`src/rtl/lsu_pkg.sv`:
```
// Shared definitions for the load/store unit: FSM states, funct3 encodings,
// timeout default and access-size helpers.
package lsu_pkg;

    localparam int unsigned TIMEOUT_CYCLES_DEF = 16;

    localparam logic [2:0] F3_B  = 3'b000;
    localparam logic [2:0] F3_H  = 3'b001;
    localparam logic [2:0] F3_W  = 3'b010;
    localparam logic [2:0] F3_BU = 3'b100;
    localparam logic [2:0] F3_HU = 3'b101;

    typedef enum logic [1:0] {
        ST_IDLE = 2'd0,
        ST_REQ  = 2'd1,
        ST_WAIT = 2'd2,
        ST_DONE = 2'd3
    } lsu_state_e;

    // Stores only exist in the signed-size encodings; unsigned variants are load-only.
    function automatic logic f3_legal(input logic we, input logic [2:0] f3);
        logic ok;
        ok = (f3 == F3_B) || (f3 == F3_H) || (f3 == F3_W);
        if (!we) begin
            ok = ok || (f3 == F3_BU) || (f3 == F3_HU);
        end
        return ok;
    endfunction

    function automatic logic f3_misaligned(input logic [2:0] f3, input logic [1:0] lo);
        return ((f3[1:0] == 2'b01) && lo[0]) || ((f3[1:0] == 2'b10) && (lo != 2'b00));
    endfunction

endpackage

```
`src/rtl/lsu_load_align.sv`:
```
// Combinational load extractor: picks the byte/halfword at the given offset
// of the memory word and sign- or zero-extends it according to funct3.
module lsu_load_align
    import lsu_pkg::*;
(
    input  logic [31:0] mem_rdata,
    input  logic [1:0]  addr_lo,
    input  logic [2:0]  funct3,
    output logic [31:0] result
);

    logic [31:0] shifted;

    always_comb begin
        shifted = mem_rdata >> {addr_lo, 3'b000};
        case (funct3)
            F3_B:    result = {{24{shifted[7]}}, shifted[7:0]};
            F3_H:    result = {{16{shifted[15]}}, shifted[15:0]};
            F3_BU:   result = {24'b0, shifted[7:0]};
            F3_HU:   result = {16'b0, shifted[15:0]};
            default: result = mem_rdata;
        endcase
    end

endmodule

```
`src/rtl/load_store_unit.sv`:
```
// Single-outstanding load/store unit bridging the core to a req/gnt/rvalid memory port.
// Define MISALIGN_TRAP_EN to trap misaligned accesses instead of rounding the address down.
module load_store_unit
    import lsu_pkg::*;
#(
    parameter int unsigned TIMEOUT_CYCLES = TIMEOUT_CYCLES_DEF
) (
    input  logic        clk,
    input  logic        reset,
    input  logic        lsu_valid,
    input  logic        lsu_we,
    input  logic [2:0]  funct3,
    input  logic [31:0] addr,
    input  logic [31:0] wdata,
    output logic        lsu_stall,
    output logic        lsu_done,
    output logic [31:0] rdata,
    output logic        lsu_err,
    output logic        mem_req,
    output logic        mem_we,
    output logic [31:0] mem_addr,
    output logic [3:0]  mem_be,
    output logic [31:0] mem_wdata,
    input  logic        mem_gnt,
    input  logic        mem_rvalid,
    input  logic [31:0] mem_rdata
);

    localparam int unsigned CNT_W = (TIMEOUT_CYCLES > 1) ? $clog2(TIMEOUT_CYCLES) : 1;

`ifdef MISALIGN_TRAP_EN
    localparam bit MISALIGN_TRAP = 1'b1;
`else
    localparam bit MISALIGN_TRAP = 1'b0;
`endif

    lsu_state_e        state_q, state_d;
    logic [CNT_W-1:0]  cnt_q, cnt_d;
    logic [2:0]        f3_q, f3_d;
    logic [1:0]        lo_q, lo_d;
    logic              we_q, we_d;
    logic              mem_req_q, mem_req_d;
    logic              mem_we_q, mem_we_d;
    logic [31:0]       mem_addr_q, mem_addr_d;
    logic [3:0]        mem_be_q, mem_be_d;
    logic [31:0]       mem_wdata_q, mem_wdata_d;
    logic              done_q, done_d;
    logic              err_q, err_d;
    logic [31:0]       rdata_q, rdata_d;

    logic [31:0]       addr_al_c;
    logic [3:0]        be_c;
    logic [31:0]       wdata_c;
    logic              trap_c;
    logic              timeout_c;
    logic [31:0]       load_res;

    lsu_load_align u_load_align (
        .mem_rdata (mem_rdata),
        .addr_lo   (lo_q),
        .funct3    (f3_q),
        .result    (load_res)
    );

    // Naturally aligned address, byte enables and replicated store data for the incoming request
    always_comb begin
        addr_al_c = addr;
        be_c      = 4'b1111;
        wdata_c   = wdata;
        case (funct3[1:0])
            2'b00: begin
                be_c    = 4'b0001 << addr[1:0];
                wdata_c = {4{wdata[7:0]}};
            end
            2'b01: begin
                addr_al_c = {addr[31:1], 1'b0};
                be_c      = 4'b0011 << {addr[1], 1'b0};
                wdata_c   = {2{wdata[15:0]}};
            end
            default: addr_al_c = {addr[31:2], 2'b00};
        endcase
        trap_c = MISALIGN_TRAP && f3_misaligned(funct3, addr[1:0]);
    end

    always_comb begin
        state_d     = state_q;
        cnt_d       = cnt_q;
        f3_d        = f3_q;
        lo_d        = lo_q;
        we_d        = we_q;
        mem_req_d   = 1'b0;
        mem_we_d    = mem_we_q;
        mem_addr_d  = mem_addr_q;
        mem_be_d    = mem_be_q;
        mem_wdata_d = mem_wdata_q;
        done_d      = 1'b0;
        err_d       = 1'b0;
        rdata_d     = rdata_q;
        timeout_c   = (cnt_q == CNT_W'(TIMEOUT_CYCLES - 1));

        case (state_q)
            ST_IDLE: begin
                if (lsu_valid) begin
                    f3_d = funct3;
                    lo_d = addr_al_c[1:0];
                    we_d = lsu_we;
                    if (!f3_legal(lsu_we, funct3) || trap_c) begin
                        state_d = ST_DONE;
                        done_d  = 1'b1;
                        err_d   = 1'b1;
                        rdata_d = '0;
                    end else begin
                        state_d     = ST_REQ;
                        cnt_d       = '0;
                        mem_req_d   = 1'b1;
                        mem_we_d    = lsu_we;
                        mem_addr_d  = {addr_al_c[31:2], 2'b00};
                        mem_be_d    = be_c;
                        mem_wdata_d = wdata_c;
                    end
                end
            end
            ST_REQ: begin
                cnt_d = cnt_q + CNT_W'(1);
                // A grant that does not finish the access cannot outlive the timeout budget
                if (mem_gnt && (we_q || mem_rvalid)) begin
                    state_d = ST_DONE;
                    done_d  = 1'b1;
                    if (!we_q) begin
                        rdata_d = load_res;
                    end
                end else if (timeout_c) begin
                    state_d = ST_DONE;
                    done_d  = 1'b1;
                    err_d   = 1'b1;
                    rdata_d = '0;
                end else if (mem_gnt) begin
                    state_d = ST_WAIT;
                end else begin
                    mem_req_d = 1'b1;
                end
            end
            ST_WAIT: begin
                cnt_d = cnt_q + CNT_W'(1);
                if (mem_rvalid) begin
                    state_d = ST_DONE;
                    done_d  = 1'b1;
                    rdata_d = load_res;
                end else if (timeout_c) begin
                    state_d = ST_DONE;
                    done_d  = 1'b1;
                    err_d   = 1'b1;
                    rdata_d = '0;
                end
            end
            ST_DONE: state_d = ST_IDLE;
            default: state_d = ST_IDLE;
        endcase
    end

    always_ff @(posedge clk or negedge reset) begin
        if (!reset) begin
            state_q     <= ST_IDLE;
            cnt_q       <= '0;
            f3_q        <= '0;
            lo_q        <= '0;
            we_q        <= 1'b0;
            mem_req_q   <= 1'b0;
            mem_we_q    <= 1'b0;
            mem_addr_q  <= '0;
            mem_be_q    <= '0;
            mem_wdata_q <= '0;
            done_q      <= 1'b0;
            err_q       <= 1'b0;
            rdata_q     <= '0;
        end else begin
            state_q     <= state_d;
            cnt_q       <= cnt_d;
            f3_q        <= f3_d;
            lo_q        <= lo_d;
            we_q        <= we_d;
            mem_req_q   <= mem_req_d;
            mem_we_q    <= mem_we_d;
            mem_addr_q  <= mem_addr_d;
            mem_be_q    <= mem_be_d;
            mem_wdata_q <= mem_wdata_d;
            done_q      <= done_d;
            err_q       <= err_d;
            rdata_q     <= rdata_d;
        end
    end

    // Stall must rise in the same cycle the core presents a request, so it decodes lsu_valid directly
    assign lsu_stall = reset & (((state_q == ST_IDLE) & lsu_valid) |
                                (state_q == ST_REQ) | (state_q == ST_WAIT));

    assign lsu_done  = done_q;
    assign lsu_err   = err_q;
    assign rdata     = rdata_q;
    assign mem_req   = mem_req_q;
    assign mem_we    = mem_we_q;
    assign mem_addr  = mem_addr_q;
    assign mem_be    = mem_be_q;
    assign mem_wdata = mem_wdata_q;

endmodule

```
`config.mk`:
```
export PLATFORM = sky130hd
export DESIGN_NAME = load_store_unit
export DESIGN_NICKNAME = d
export VERILOG_FILES = /design/src/rtl/lsu_pkg.sv /design/src/rtl/lsu_load_align.sv /design/src/rtl/load_store_unit.sv
export SDC_FILE = /design/constraint.sdc
export NUM_CORES = 1
export LEC_CHECK = 0
export ABC_CLOCK_PERIOD_IN_PS = 2250
export BUFFER_PORTS_ARGS = -buffer_cell sky130_fd_sc_hd__buf_2
export CAP_MARGIN = 30
export CORE_ASPECT_RATIO = 1.1
export CORE_UTILIZATION = 45
export CTS_BUF_LIST = sky130_fd_sc_hd__clkbuf_16
export CTS_CLUSTER_DIAMETER = 50
export CTS_CLUSTER_SIZE = 8
export DETAILED_ROUTE_END_ITERATION = 16
export PLACE_DENSITY = 0.85
export SYNTH_ARGS = -nofsm -noshare
export SYNTH_HDL_FRONTEND = slang
export SYNTH_SLANG_ARGS = --single-unit
```
`constraint.sdc`:
```
create_clock -name clk -period 2.25 [get_ports clk]
set_input_delay 0.1125 -clock clk [delete_from_list [all_inputs] [get_ports clk]]
set_output_delay 0.1125 -clock clk [all_outputs]
set_load 0.01 [all_outputs]
```
==> impl_metrics.ini <==
[clock_tree]
cts_resized = 0
cts.path.max_buffers = 2
hold_buffers = 43
cts-root-buf = clkbuf_16
cts_inserted_buffers = 17
cts_tree = done
cts-htree-levels = 4
clk_latency_ns = 0.40
clock_sinks = 114
cts.reportedPaths.clkPinSlew_ns = 0.06
post_cts.repair.setup_buffers = 0

[sta]
fin_crit_sh_pct = 91.47
drv_slew = 0
tightest_slew_ns = 0.6023
max-slew-margin-rel_pct = 59.85
fmax_ghz = 0.4859
finalClockSkew_ns = 0.006632
setup_viol = 0
hold_viol = 0
rsz0062_at_grt = false
tns_ns = 0
period_minus_slack_ns = 2.058

[cells_and_area]
finalNonFillerCells = 914
mostFrequentLayoutCells = buf_2 (206), dfrtp_1 (114), nand2_1 (57), o21ai_0 (49)
n_antenna_cell = 0
register_area_um2 = 2853
fillers = 877
multi_input_area_um2 = 2361
syn_to_final_growth_pct = 41.68
final_common_cell = buf_2
drive_gt1_share_pct = 39.66
layout.nets = 862

[synth]
avgSynthCellArea_um2 = 10.76
synth_edf_count = 0
synth_seq_area_share_pct = 52.91
yosysWarnings = 0
ys_seq_elements = 114
synth_async_sr_flop_share_pct = 100.0
synthFlopType = dfrtp_1
netlist_area_um2 = 5391
syn_inst = 501
yosysUniqueCellTypes = 41

[critical_path]
path_cells = inv_1 -> ha_1 -> buf_4 -> nand2_1 -> a21boi_0 -> buf_2
critPathSlowestCell = dfrtp_1
start_kind = register
cp-startpoint = state_q[0]
r2r_end = rdata[4]
cp.arrival_ns = 1.95
cp_data_required_time_ns = 2.14
r2r_start = state_q[1]
r2r_cells = 6
crit_type = register to primary output
critPathCapture = lsu_stall
path_max_fanout = 9
rrSetupSlack_ns = 0.30
endpoint_kind = primary output
cpPeakStageDelay_ns = 0.43

[drt]
dr.pass1.iters = 5
routed_via_density = 5.488
ant_nets = 0
vias = 5016
post_drt_wl_per_cell_um = 17.71
drc = 0
wirelength_um = 16190
dr.first_iter.drc_count = 241

[floorplan]
die_h_um = 116.8
core_um2 = 11590
row_count = 41
dieArea_um2 = 12420
ios = 210
die_w_um = 106.4
initial_core_util_pct = 46.50

[global_routing]
first_global_vias = 5168
grt_pass1_wl_um = 25220
grt_overflow = 0
grtUsageTotal_pct = 26.56
antenna_found_initial = 0
grt_max_degree = 115

[pwr]
vdd_ir_drop_max_uv = 767.7
power_density_nw_per_um2 = 1397
p_leak_nw = 3.856

[run]
maxCapViolations = 0

[placed_design]
dp.cells = 837
gp_congestion = 0.9375
port_buffers = 207
dp_hpwl_um = 10900

[hold_path]
hp-class = primary input to register

[outcome]
outcome = completed
==> logic make-up after synthesis <==
| group | after synthesis | synth area share (%) |
|---|---|---|
| other | 1 | 0.06955 |
| DFF | 114 | 52.91 |
| AOI/OAI and AO/OA | 148 | 17.48 |
| muxes | 79 | 15.94 |
| buffers and inverters | 43 | 3.365 |
| adders and majority gates | 6 | 1.392 |
| and+or+nand+nor | 110 | 8.842 |
==> final cells by class <==
type | instances | share of cell area, %
clock buffers | 17 | 5.569
flip-flops and latches | 114 | 37.35
multi-input cells | 345 | 30.91
inverters | 9 | 0.4423
well taps | 150 | 2.457
repair buffers | 264 | 21.33
clock inverters | 15 | 1.949
==> critical path, delay by kind of cell (launching register included) <==
kind                       cells  cell delay, ns
buffers and inverters          3            0.47
DFF                            1            0.43
AOI/OAI and AO/OA              1            0.23
adders and majority gates      1            0.21
and+or+nand+nor                1            0.21
==> report_power, final <==
part	leakage, nW	internal (mW)	switching (mW)
combinational	2.13	1.97	2.49
sequential	1.45	2.99	0.633
clock	0.277	1.55	1.05
==> routing by layer <==
metal / wire length (um) / up-vias / global-route usage, %
li1: - / 2298 / -
met1: 6232 / 2403 / 30.21
met2: 8104 / 271 / 45.67
met3: 1310 / 44 / 8.250
met4: 543 / 0 / 13.15
met5: 0 / - / 0
==> stage by stage <==
stage	worst slack (ns)	utilization [%]	instance area [um2]	power, mW	hold slack [ns]
after detailed placement	0.3279	57.05	6614	7.968	0.2648
final	0.1919	65.89	7639	10.67	0.01169
after global placement	0.4358	57.05	6614	7.731	0.2617
after global routing	0.03072	65.89	7639	11.34	0.007253
after CTS	0.1577	65.71	7619	10.66	0.002114
after floorplan	0.3402	-	5395	6.247	-0.1831
==> synthesized netlist by cell type, types with 4 or more instances <==
master	number	area, um2
o2bb2ai_1	8	70.07
a22o_1	19	166.4
o21ai_0	49	245.2
nand2_1	57	214.0
clkbuf_1	24	90.09
nand2b_1	9	56.30
mux2i_1	33	330.3
o22ai_1	7	43.79
buf_2	4	20.02
mux2_2	45	506.7
a21oi_1	32	160.2
dfrtp_1	114	2853
a32o_1	8	80.08
inv_1	9	33.78
o21ai_1	12	60.06
ha_1	6	75.07
nor2_1	29	108.9
==> sequential cells by signal, indices dropped and copies added (netlist names) <==
name / cells
rdata: 32
we_q: 1
state_q: 2
cnt_q: 4
lsu_done: 1
f3_q: 3
lsu_err: 1
mem_be: 4
lo_q: 2
mem_we: 1
mem_addr: 30
mem_req: 1
mem_wdata: 32
==> how the worst min path moves through the flow <==
| stage | startpoint | to | slack, ns | cells after the start |
|---|---|---|---|---|
| 5_1_grt | wdata[20] | mem_wdata[20] | 0.007 | 3 |
| 4_1_cts | wdata[16] | mem_wdata[16] | 0.002 | 3 |
| 6_report | wdata[16] | mem_wdata[16] | 0.01 | 3 |
| 2_1_floorplan | reset | cnt_q[0] | -0.18 | 0 |
| 3_5_place_dp | reset | mem_req | 0.26 | 2 |
| 3_3_place_gp | reset | we_q | 0.26 | 2 |
No activity file was read; power rests on OpenSTA's default activity.
